[config.mk]
export PLATFORM = sky130hd
export DESIGN_NAME = serial_adder
export DESIGN_NICKNAME = d
export VERILOG_FILES = /design/src/rtl/serial_adder_pkg.sv /design/src/rtl/serial_adder_fa_digit.sv /design/src/rtl/serial_adder.sv
export SDC_FILE = /design/constraint.sdc
export NUM_CORES = 1
export LEC_CHECK = 0
export ABC_CLOCK_PERIOD_IN_PS = 3500
export BUFFER_PORTS_ARGS = -buffer_cell sky130_fd_sc_hd__buf_2
export CORE_UTILIZATION = 56
export DETAILED_ROUTE_END_ITERATION = 12
export MAX_ROUTING_LAYER = met4
export PLACE_DENSITY = 0.79
export SKIP_LAST_GASP = 1
export SYNTH_ARGS = -nofsm -noshare
export SYNTH_HDL_FRONTEND = slang
export SYNTH_SLANG_ARGS = --single-unit
[constraint.sdc]
create_clock -name clk -period 3.5 [get_ports clk]
set_input_delay 0.175 -clock clk [delete_from_list [all_inputs] [get_ports clk]]
set_output_delay 0.175 -clock clk [all_outputs]
set_load 0.03 [all_outputs]
[src/rtl/serial_adder_pkg.sv]
// Shared types and helpers for the digit-serial adder.
package serial_adder_pkg;

  typedef enum logic [1:0] {
    IDLE = 2'b00,
    ADD  = 2'b01,
    DONE = 2'b10
  } state_e;

  // Counter width for NDIG digits; never narrower than one bit.
  function automatic int cnt_width(input int ndig);
    return (ndig <= 1) ? 1 : $clog2(ndig);
  endfunction

endpackage

[src/rtl/serial_adder_fa_digit.sv]
// DIGIT_W-bit ripple of single-bit full-adder cells; the one adder slice
// shared across all digits of the serial adder.
module fa_digit #(
  parameter int DIGIT_W = 1
) (
  input  logic [DIGIT_W-1:0] x,
  input  logic [DIGIT_W-1:0] y,
  input  logic               cin,
  output logic [DIGIT_W-1:0] sum,
  output logic               cout
);

  logic [DIGIT_W:0] c;

  assign c[0] = cin;

  for (genvar i = 0; i < DIGIT_W; i++) begin : g_cell
    assign sum[i]  = x[i] ^ y[i] ^ c[i];
    assign c[i+1]  = (x[i] & y[i]) | (c[i] & (x[i] ^ y[i]));
  end

  assign cout = c[DIGIT_W];

endmodule

[src/rtl/serial_adder.sv]
// Digit-serial adder: WIDTH-bit a+b+ci, DIGIT_W bits per clock, LSB first.
// Optional signed-overflow output enabled by defining OVERFLOW_DETECT_EN.
module serial_adder
  import serial_adder_pkg::*;
#(
  parameter int WIDTH   = 8,
  parameter int DIGIT_W = 1
) (
  input  logic             clk,
  input  logic             rst,
  input  logic             in_valid,
  output logic             in_ready,
  input  logic [WIDTH-1:0] a,
  input  logic [WIDTH-1:0] b,
  input  logic             ci,
  output logic             out_valid,
  input  logic             out_ready,
  output logic [WIDTH-1:0] s,
  output logic             co
`ifdef OVERFLOW_DETECT_EN
  ,
  output logic             ovf
`endif
);

  localparam int NDIG = WIDTH / DIGIT_W;
  localparam int CW   = cnt_width(NDIG);
  localparam logic [CW-1:0] LAST = CW'(NDIG - 1);

  state_e           state_q, state_d;
  logic [CW-1:0]    cnt_q, cnt_d;
  logic             carry_q, carry_d;
  logic [WIDTH-1:0] a_q, a_d;
  logic [WIDTH-1:0] b_q, b_d;
  logic [WIDTH-1:0] acc_q, acc_d;
  logic [WIDTH-1:0] s_q, s_d;
  logic             co_q, co_d;

  logic [31:0]        base;
  logic [DIGIT_W-1:0] dig_a, dig_b, dig_s;
  logic               dig_co;

  assign base  = 32'(cnt_q) * 32'(DIGIT_W);
  assign dig_a = a_q[base +: DIGIT_W];
  assign dig_b = b_q[base +: DIGIT_W];

  fa_digit #(.DIGIT_W(DIGIT_W)) u_fa_digit (
    .x   (dig_a),
    .y   (dig_b),
    .cin (carry_q),
    .sum (dig_s),
    .cout(dig_co)
  );

`ifdef OVERFLOW_DETECT_EN
  logic ovf_q, ovf_d;
`endif

  always_comb begin
    state_d = state_q;
    cnt_d   = cnt_q;
    carry_d = carry_q;
    a_d     = a_q;
    b_d     = b_q;
    acc_d   = acc_q;
    s_d     = s_q;
    co_d    = co_q;
`ifdef OVERFLOW_DETECT_EN
    ovf_d   = ovf_q;
`endif
    case (state_q)
      IDLE: begin
        if (in_valid) begin
          a_d     = a;
          b_d     = b;
          carry_d = ci;
          cnt_d   = '0;
          acc_d   = '0;
          state_d = ADD;
        end
      end
      ADD: begin
        acc_d[base +: DIGIT_W] = dig_s;
        carry_d = dig_co;
        if (cnt_q == LAST) begin
          // acc_d already carries the final digit, so s sees the full sum.
          s_d     = acc_d;
          co_d    = dig_co;
`ifdef OVERFLOW_DETECT_EN
          ovf_d   = (a_q[WIDTH-1] == b_q[WIDTH-1]) && (acc_d[WIDTH-1] != a_q[WIDTH-1]);
`endif
          cnt_d   = '0;
          state_d = DONE;
        end else begin
          cnt_d = cnt_q + 1'b1;
        end
      end
      DONE: begin
        if (out_ready) state_d = IDLE;
      end
      default: state_d = IDLE;
    endcase
  end

  always_ff @(posedge clk or posedge rst) begin
    if (rst) begin
      state_q <= IDLE;
      cnt_q   <= '0;
      carry_q <= 1'b0;
      a_q     <= '0;
      b_q     <= '0;
      acc_q   <= '0;
      s_q     <= '0;
      co_q    <= 1'b0;
`ifdef OVERFLOW_DETECT_EN
      ovf_q   <= 1'b0;
`endif
    end else begin
      state_q <= state_d;
      cnt_q   <= cnt_d;
      carry_q <= carry_d;
      a_q     <= a_d;
      b_q     <= b_d;
      acc_q   <= acc_d;
      s_q     <= s_d;
      co_q    <= co_d;
`ifdef OVERFLOW_DETECT_EN
      ovf_q   <= ovf_d;
`endif
    end
  end

  assign in_ready  = (state_q == IDLE);
  assign out_valid = (state_q == DONE);
  assign s         = s_q;
  assign co        = co_q;
`ifdef OVERFLOW_DETECT_EN
  assign ovf       = ovf_q;
`endif

endmodule

==> results of run 1 <==
[worst paths after layout]
check	slack (ns)	endpoint	cells after the start	from
hold reg to reg	0.48	a_q[7]	2	a_q[7]
setup / recovery	0.59	acc_q[1]	7	cnt_q[0]
setup reg to reg	0.59	acc_q[1]	7	cnt_q[0]
min in group asynchronous	0.46	s[5]	4	rst
hold / removal	0.005	state_q[1]	2	out_ready
max in group asynchronous	2.70	a_q[1]	4	rst
[power breakdown]
group / internal, mW / switching, mW / total [mW]
Sequential: 0.647 / 0.156 / 0.803
Combinational: 0.448 / 0.720 / 1.17
Clock: 0.0715 / 0.142 / 0.213
[cells by family after synthesis]
kind of cell             Yosys count  share of synthesized area
AO/OA/AOI/OAI                     33                      0.117
adder cells (fa/ha/maj)            8                     0.0531
flip-flops                        39                      0.481
buffers and inverters             23                     0.0556
AND/OR/NAND/NOR                  100                      0.228
multiplexers                       8                     0.0642
[synthesized netlist by cell type, types with 2 or more instances]
master	n
a2bb2oi_1	2
buf_2	6
o32ai_1	2
nand3_1	5
a21oi_1	4
o211ai_1	4
nand2_1	62
mux4_2	4
nand2_2	2
o21ai_0	4
nand2b_1	2
nor2_1	11
dfrtp_1	39
nand4_1	3
nand3_2	2
ha_1	7
nor3_1	2
o31ai_1	2
o21ai_1	6
mux2i_1	4
inv_1	13
buf_6	2
[registers in the layout, indices dropped and copies added (netlist names)]
register  cells
a_q           8
acc_q         8
b_q           8
carry_q       1
cnt_q         3
co            1
s             8
state_q       2
[layer usage]
layer	GRT usage	up-vias	share of wire
li1	-	785	-
met1	0.272	736	0.44
met2	0.396	42	0.50
met3	0.0699	9	0.048
met4	0.0872	0	0.018
met5	-	-	0
[final cells by class]
class / count / area, sq um / share of cell area
Clock buffer: 6 / 41.3 / 0.0183
Inverter: 13 / 48.8 / 0.0216
Multi-Input combinational cell: 149 / 943 / 0.418
Sequential cell: 39 / 976 / 0.433
Tap cell: 46 / 57.6 / 0.0255
Timing Repair Buffer: 35 / 188 / 0.0832
[stage by stage]
step / instance area, sq um / hold slack [ns]
floorplan: 2030 / 0.280
detailed placement: 2200 / 0.317
CTS: 2250 / 0.00763
global route: 2250 / 0.00971
finish: 2250 / 0.00471
global placement: 2200 / 0.311
[what timing repair did]
item / in CTS / in global routing
hold buffers: 1 / 0
gates resized for setup: 0 / 0
endpoints found under the hold margin: 39 / 0
==> impl_metrics.env, run 1 <==
export IMPL_syn_num_nets=240
export IMPL_p_total_mw=2.18
export IMPL_place_ws_ns=0.615
export IMPL_critPathCaptureType="flip-flop"
export IMPL_drt_antenna_violating_nets=0
export IMPL_fin_skew_ns=0.0126
export IMPL_syn_to_final_growth_pct=11.2
export IMPL_cts_max_path_buffers=2
export IMPL_netlist_area_sq_um=2030
export IMPL_startpoint_type="flip-flop"
export IMPL_drive_gt1_frac=0.223
export IMPL_setup_viol=0
export IMPL_max_stage_delay_ns=0.69
export IMPL_crit_chain="mux4_2 > mux2i_1 > fa_1 > nor2_1 > nand4_1 > or3_1 > nand3_1"
export IMPL_io_buffers=31
export IMPL_fin_cells=288
export IMPL_final_fill_count=287
export IMPL_grt_overflow=0
export IMPL_tightest_slew_ns=0.582
export IMPL_cp_top_family="simple AND/OR/NAND/NOR gates"
export IMPL_fin_util=0.665
export IMPL_ir_drop_mv=0.507
export IMPL_clk_pin_slew_ns=0.11
export IMPL_antenna_cells=0
export IMPL_ctsRootBufferMaster="clkbuf_4"
export IMPL_grt_pass1_vias=1557
export IMPL_critPathRequiredTime_ns=3.80
export IMPL_io_pins=32
export IMPL_cp_data_arrival_time_ns=3.20
export IMPL_tns_ns=0
export IMPL_synth_area_leader_cell="dfrtp_1"
export IMPL_antenna_found_initial=0
export IMPL_die_area_sq_um=3860
export IMPL_status="finished, final reports clean"
export IMPL_die_h_um=62.2
export IMPL_final_min_clock_period_ns=2.91
export IMPL_ys_ff_latch=39
export IMPL_worstSetupPathType="reg2reg"
export IMPL_rsz0062_at_grt="no"
export IMPL_syn_inst=211
export IMPL_route_detailed_drc=0
export IMPL_postRouteWirelength_um=3940
export IMPL_core_area_sq_um=3390
export IMPL_final_cell_mix="nand2_1 (62), dfrtp_1 (39), buf_2 (31), inv_1 (13), nor2_1 (11)"
export IMPL_synth_edf_count=0
export IMPL_min_path_type="in2reg"
export IMPL_vias=1572
export IMPL_drtIter0Drc=91
export IMPL_grt_pass1_wl_um=6840
export IMPL_h_tree_depth=2
export IMPL_async_reset_ff_frac=1.00
export IMPL_path_buf_inv=0
export IMPL_cts_buffers=5
export IMPL_cts_sinks=39
export IMPL_maxCapViolCount=0
export IMPL_via_per_inst=5.46
export IMPL_synth_top_area_frac=0.481
export IMPL_cts_tree="yes"
export IMPL_dp_hpwl_um=2810
export IMPL_start_util=0.598
export IMPL_grt_use_total=0.238
export IMPL_grt_max_degree=40
export IMPL_fin_nets=272
export IMPL_netlist_top_cells_area="dfrtp_1 (48%), nand2_1 (11%), mux4_2 (4.4%)"
export IMPL_fp_row_count=21
export IMPL_p_per_area_nw_per_um2=969
export IMPL_finalCritPeriodShare=0.831
export IMPL_drv_slew=0
export IMPL_leakage_nw=1.14
export IMPL_ys_seq_area_frac=0.481
export IMPL_maxSlewHeadroom=0.611
export IMPL_crit_fanout=14
export IMPL_die_w_um=62.2
export IMPL_synthFlopType="dfrtp_1"
export IMPL_clk_latency_ns=0.36
export IMPL_place_gp_congestion=0.833
export IMPL_fmax_ghz=0.344
export IMPL_finalHoldViolations=0
export IMPL_routedWlPerCell_um=13.7
export IMPL_avgSynthCellArea_sq_um=9.61
export IMPL_crit_slowest_cell="dfrtp_1"
export IMPL_final_common_cell="nand2_1"
export IMPL_post_cts_buffers=0
export IMPL_yosys_warnings=0
export IMPL_place_inst=281
export IMPL_ys_types=45
export IMPL_setup_ws_ns=0.593
export IMPL_dr_pass1_iters=4
Note: power is estimated with default switching activity, not from simulation.
==> run 2, diff against run 1 <==
--- a/config.mk
+++ b/config.mk
@@ -5,7 +5,8 @@
 export SDC_FILE = /design/constraint.sdc
 export NUM_CORES = 1
 export LEC_CHECK = 0
-export ABC_CLOCK_PERIOD_IN_PS = 3500
+export ABC_AREA = 1
+export ABC_CLOCK_PERIOD_IN_PS = 3000
 export BUFFER_PORTS_ARGS = -buffer_cell sky130_fd_sc_hd__buf_2
 export CORE_UTILIZATION = 56
 export DETAILED_ROUTE_END_ITERATION = 12
==> constraint.sdc (replaced) <==
create_clock -name clk -period 3 [get_ports clk]
set_input_delay 0.15 -clock clk [delete_from_list [all_inputs] [get_ports clk]]
set_output_delay 0.15 -clock clk [all_outputs]
set_load 0.03 [all_outputs]
==> impl_metrics.env, run 2 <==
export IMPL_violations="hold timing"
export IMPL_ir_drop_mv=0.491
export IMPL_synthFlopType="dfrtp_1"
export IMPL_cp_num_cells=10
export IMPL_drt_antenna_violating_nets=0
export IMPL_cts_resized=0
export IMPL_clk_latency_ns=0.34
export IMPL_clkPwrFrac=0.091
export IMPL_place_gp_congestion=0.850
export IMPL_switchingPower_mw=1.18
export IMPL_die_area_sq_um=3920
export IMPL_synth_top_area_frac=0.475
export IMPL_grt_pass1_wl_um=6610
export IMPL_async_reset_ff_frac=1.00
export IMPL_core_area_sq_um=3420
export IMPL_grt_overflow=0
export IMPL_maxSlewHeadroom=0.408
export IMPL_antenna_found_initial=0
export IMPL_netlist_top_cells_area="dfrtp_1 (47%), nand2_1 (9.1%), mux2_4 (6.6%)"
export IMPL_cts_max_path_buffers=2
export IMPL_syn_to_final_growth_pct=9.74
export IMPL_die_w_um=62.6
export IMPL_fmax_ghz=0.414
export IMPL_yosys_warnings=0
export IMPL_cts_tree="yes"
export IMPL_critPathCaptureType="flip-flop"
export IMPL_synth_common_cells="nand2_1 (50), dfrtp_1 (39), nand3_1 (27)"
export IMPL_start_util=0.602
export IMPL_avgSynthCellArea_sq_um=9.18
export IMPL_final_common_cell="nand2_1"
export IMPL_clk_pin_slew_ns=0.10
export IMPL_via_per_inst=5.31
export IMPL_io_buffers=31
export IMPL_syn_num_nets=253
export IMPL_h_tree_depth=2
export IMPL_postRouteWirelength_um=3720
export IMPL_crit_slowest_cell="dfrtp_1"
export IMPL_startpoint_type="flip-flop"
export IMPL_route_detailed_drc=0
export IMPL_grt_pass1_vias=1544
export IMPL_final_cell_mix="nand2_1 (50), dfrtp_1 (39), buf_2 (31), nand3_1 (27), inv_1 (22)"
export IMPL_ctsRootBufferMaster="clkbuf_4"
export IMPL_fin_skew_ns=0.00659
export IMPL_whs_ns=-0.0167
export IMPL_r2r_slack_ns=0.58
export IMPL_crit_chain="inv_2 > o21ai_0 > o211ai_1 > nand2_1 > fa_1 > inv_1 > nand4_1 > nand3_1 > nand3_1 > nand2_1"
export IMPL_maxCapViolCount=0
export IMPL_routedWlPerCell_um=12.4
export IMPL_finalHoldViolations=23
export IMPL_p_seq_frac=0.376
export IMPL_antenna_cells=0
export IMPL_r2r_end="s[5]"
export IMPL_cp_top_family="flip-flops"
export IMPL_rr_worst_depth=10
export IMPL_path_buf_inv=2
export IMPL_fp_row_count=21
export IMPL_fin_nets=285
export IMPL_min_path_type="in2async"
export IMPL_cts_sinks=39
export IMPL_synth_area_leader_cell="dfrtp_1"
export IMPL_synth_edf_count=0
export IMPL_grt_use_total=0.224
export IMPL_critPathRequiredTime_ns=3.28
export IMPL_tightest_slew_ns=0.887
export IMPL_dp_hpwl_um=2780
export IMPL_final_min_clock_period_ns=2.42
export IMPL_grt_max_degree=25
export IMPL_p_per_area_nw_per_um2=1130
export IMPL_yosysMostFrequentCell="nand2_1"
export IMPL_syn_inst=224
export IMPL_reg2reg_from="cnt_q[0]"
export IMPL_power_internal_mw=1.38
export IMPL_drv_slew=0
export IMPL_tns_ns=0
export IMPL_drive_gt1_frac=0.231
export IMPL_rsz0062_at_grt="no"
export IMPL_comb_power_share=0.533
export IMPL_crit_fanout=22
export IMPL_vias=1597
export IMPL_switching_share=0.460
export IMPL_place_inst=294
export IMPL_leakage_nw=1.25
export IMPL_ys_ff_latch=39
export IMPL_cts_hold_buf=1
export IMPL_die_h_um=62.6
export IMPL_fin_cells=301
export IMPL_dr_pass1_iters=4
export IMPL_ys_seq_area_frac=0.475
export IMPL_ys_types=28
export IMPL_cp_data_arrival_time_ns=2.70
export IMPL_io_pins=32
export IMPL_max_stage_delay_ns=0.78
export IMPL_drtIter0Drc=47
export IMPL_setup_viol=0
export IMPL_finalCritPeriodShare=0.806
export IMPL_netlist_area_sq_um=2060
export IMPL_worstSetupPathType="reg2reg"
export IMPL_status="complete, but fails checks"
export IMPL_post_cts_buffers=0
export IMPL_cts_buffers=5
==> run 2: cell count changes after synthesis, moves of 5 or more <==
cell     delta
mux2_4      +9
nand2_1    -12
a21o_1      +5
inv_1       +9
nand3_1    +22
o21ai_1     -6
==> run 2: how the worst max path moves through the flow <==
| stage | slack, ns | startpoint | to |
|---|---|---|---|
| global placement | 0.70 | cnt_q[0] | acc_q[5] |
| CTS | 0.62 | cnt_q[0] | acc_q[6] |
| detailed placement | 0.63 | cnt_q[0] | acc_q[6] |
| global route | 0.32 | cnt_q[0] | s[2] |
| finish | 0.58 | cnt_q[0] | s[5] |
| floorplan | 0.99 | cnt_q[0] | acc_q[2] |
==> run 2: final cells by class <==
cell class / instances / area (sq um)
Inverter: 27 / 101
Sequential cell: 39 / 976
Multi-Input combinational cell: 150 / 907
Timing Repair Buffer: 33 / 173
Clock buffer: 6 / 41.3
Fill cell: 297 / 1160
Tap cell: 46 / 57.6
==> run 2: kinds of logic after synthesis <==
group,after synthesis,synth area share
mux,11,0.0767
buf+inv,35,0.0840
simple gates,102,0.223
compound gates,29,0.0895
fa+ha+maj,8,0.0523
flops,39,0.475
==> run 2: metrics by stage <==
stage | instance area (sq um) | hold WS (ns) | setup WS (ns) | power [mW] | util
floorplan | 2060 | 0.247 | 0.991 | 2.08 | -
global placement | 2200 | 0.342 | 0.700 | 2.29 | 0.645
detailed placement | 2200 | 0.340 | 0.634 | 2.33 | 0.645
CTS | 2260 | 0.0128 | 0.623 | 2.57 | 0.660
global route | 2260 | 0.0250 | 0.325 | 2.80 | 0.660
finish | 2260 | -0.0167 | 0.583 | 2.56 | 0.660
==> run 2: power by group through the flow <==
| stage | Clock [mW] | Sequential (mW) | Combinational (mW) |
|---|---|---|---|
| after floorplan | 0 | 1.01 | 1.07 |
| after global placement | 0 | 0.964 | 1.33 |
| after detailed placement | 0 | 0.971 | 1.36 |
| after CTS | 0.238 | 0.961 | 1.37 |
| after global routing | 0.262 | 0.998 | 1.54 |
| final | 0.234 | 0.963 | 1.36 |
==> run 2: routing by layer <==
layer,global-route usage,share of wire,up-vias
met4,0.0814,0.016,0
met3,0.0566,0.049,8
met2,0.361,0.46,41
met5,-,0,-
met1,0.273,0.48,753
li1,-,-,795
==> run 3, diff against run 2 <==
--- a/config.mk
+++ b/config.mk
@@ -6,7 +6,7 @@
 export NUM_CORES = 1
 export LEC_CHECK = 0
 export ABC_AREA = 1
-export ABC_CLOCK_PERIOD_IN_PS = 3000
+export ABC_CLOCK_PERIOD_IN_PS = 2280
 export BUFFER_PORTS_ARGS = -buffer_cell sky130_fd_sc_hd__buf_2
 export CORE_UTILIZATION = 56
 export DETAILED_ROUTE_END_ITERATION = 12
==> constraint.sdc (replaced) <==
create_clock -name clk -period 2.28 [get_ports clk]
set_input_delay 0.114 -clock clk [delete_from_list [all_inputs] [get_ports clk]]
set_output_delay 0.114 -clock clk [all_outputs]
set_load 0.03 [all_outputs]
==> impl_metrics.env, run 3 (synthesis results as in run 2) <==
export IMPL_antenna_found_initial=0
export IMPL_clk_pin_slew_ns=0.13
export IMPL_rr_worst_depth=10
export IMPL_fin_nets=310
export IMPL_grt_max_degree=40
export IMPL_antenna_cells=0
export IMPL_drtIter0Drc=83
export IMPL_grt_use_total=0.253
export IMPL_start_util=0.602
export IMPL_grt_pass1_vias=1682
export IMPL_syn_to_final_growth_pct=22.2
export IMPL_place_ws_ns=0.101
export IMPL_via_per_inst=5.11
export IMPL_die_h_um=62.6
export IMPL_cp_top_family="adder cells"
export IMPL_fin_area_sq_um=2510
export IMPL_final_min_clock_period_ns=2.20
export IMPL_cts_buffers=5
export IMPL_reg2reg_from="cnt_q[0]"
export IMPL_ir_drop_mv=0.780
export IMPL_p_per_area_nw_per_um2=1460
export IMPL_switching_share=0.461
export IMPL_rsz0062_at_grt="yes"
export IMPL_critPathRequiredTime_ns=2.54
export IMPL_cts_sinks=39
export IMPL_crit_path_start="cnt_q[0]"
export IMPL_critPathCapture="acc_q[4]"
export IMPL_worstSetupPathType="reg2reg"
export IMPL_crit_fanout=5
export IMPL_drt_antenna_violating_nets=0
export IMPL_cp_data_arrival_time_ns=2.46
export IMPL_postRouteWirelength_um=4270
export IMPL_vias=1677
export IMPL_io_buffers=31
export IMPL_status="finished, final reports clean"
export IMPL_routedWlPerCell_um=13.0
export IMPL_power_internal_mw=1.98
export IMPL_cts_max_path_buffers=2
export IMPL_h_tree_depth=2
export IMPL_clkPwrFrac=0.095
export IMPL_finalCritPeriodShare=0.966
export IMPL_die_w_um=62.6
export IMPL_critPathCaptureType="flip-flop"
export IMPL_r2r_slack_ns=0.08
export IMPL_fmax_ghz=0.454
export IMPL_placed_area_sq_um=2230
export IMPL_die_area_sq_um=3920
export IMPL_final_cell_mix="nand2_1 (49), dfrtp_1 (37), buf_2 (31), nand3_1 (25), inv_1 (21)"
export IMPL_crit_slowest_cell="fa_1"
export IMPL_place_gp_congestion=0.896
export IMPL_min_from="a[7]"
export IMPL_fin_skew_ns=0.0175
export IMPL_fp_row_count=21
export IMPL_grt_overflow=0
export IMPL_cts_tree="yes"
export IMPL_dr_pass1_iters=4
export IMPL_setup_ws_ns=0.0781
export IMPL_grt_pass1_wl_um=7410
export IMPL_maxCapViolCount=0
export IMPL_path_buf_inv=2
export IMPL_final_common_cell="nand2_1"
export IMPL_p_seq_frac=0.337
export IMPL_switchingPower_mw=1.69
export IMPL_ctsRootBufferMaster="clkbuf_4"
export IMPL_leakage_nw=1.37
export IMPL_drv_slew=0
export IMPL_maxSlewHeadroom=0.679
export IMPL_io_pins=32
export IMPL_setup_viol=0
export IMPL_crit_chain="buf_4 > a21oi_1 > o21ai_0 > nand3_1 > nand2_2 > fa_1 > buf_4 > nand4_1 > nand3_1 > nand2_1"
export IMPL_min_path_type="in2reg"
export IMPL_core_area_sq_um=3420
export IMPL_clk_latency_ns=0.37
export IMPL_tightest_slew_ns=0.482
export IMPL_comb_power_share=0.567
export IMPL_drive_gt1_frac=0.270
export IMPL_r2r_end="acc_q[4]"
export IMPL_min_path_cells=3
export IMPL_route_detailed_drc=0
export IMPL_dp_hpwl_um=2850
export IMPL_startpoint_type="flip-flop"
export IMPL_max_stage_delay_ns=0.58
export IMPL_finalHoldViolations=0
export IMPL_cp_num_cells=10
-- run 3: changes by cell type in the layout (fill, tap and decap cells not counted), moves of 2 or more --
cell	change
nand3_1	-2
dfrtp_1	-2
clkinv_2	+3
dfrtp_2	+2
dlygate4sd3_1	+17
buf_4	+8
nand3_2	+2
-- run 3: metrics by stage --
step                power (mW)  utilization  hold slack [ns]  instances  setup TNS [ns]
global route              4.01        0.736           0.0389        328          -0.157
global placement          3.04        0.652            0.250        297               0
floorplan                 2.74            -            0.211        224               0
finish                    3.67        0.736          0.00124        328               0
CTS                       3.49        0.720          0.00781        323               0
detailed placement        3.11        0.652            0.254        297               0
-- run 3: worst min-delay path, stage by stage --
cell	delay, ns
buf_2	0.08
nor2_1	0.04
a21oi_1	0.10
-- run 3: power groups by stage --
| stage | Clock, mW | Sequential (mW) | Combinational [mW] |
|---|---|---|---|
| after CTS | 0.355 | 1.25 | 1.89 |
| after floorplan | 0 | 1.32 | 1.41 |
| after global placement | 0 | 1.25 | 1.79 |
| final | 0.350 | 1.24 | 2.08 |
| after detailed placement | 0 | 1.26 | 1.85 |
| after global routing | 0.387 | 1.28 | 2.35 |
-- run 3: worst min path at each step --
stage | end | slack, ns
6_report | a_q[7] | 0.001
5_1_grt | a_q[7] | 0.04
4_1_cts | a_q[7] | 0.008
3_5_place_dp | b_q[3] | 0.25
3_3_place_gp | b_q[3] | 0.25
2_1_floorplan | state_q[1] | 0.21
-- run 3: layout make-up --
type / instances / area, sq um
Clock buffer: 5 / 37.5
Clock inverter: 3 / 15.0
Fill cell: 255 / 903
Inverter: 27 / 101
Multi-Input combinational cell: 150 / 920
Sequential cell: 39 / 978
Tap cell: 46 / 57.6
Timing Repair Buffer: 58 / 403
-- run 3: metal layers --
metal | GRT usage | vias to the layer above | routed length, um
li1 | - | 848 | -
met1 | 0.327 | 783 | 2010
met2 | 0.383 | 39 | 2020
met3 | 0.0639 | 7 | 171
met4 | 0.0988 | 0 | 65
met5 | - | - | 0
-- run 3: repair_timing --
| action | CTS | global route |
|---|---|---|
| setup buffers | 0 | 5 |
| resized for setup | 0 | 7 |
| hold buffers | 18 | 0 |
| hold endpoints to repair | 56 | 0 |
| setup endpoints to repair | 0 | 14 |
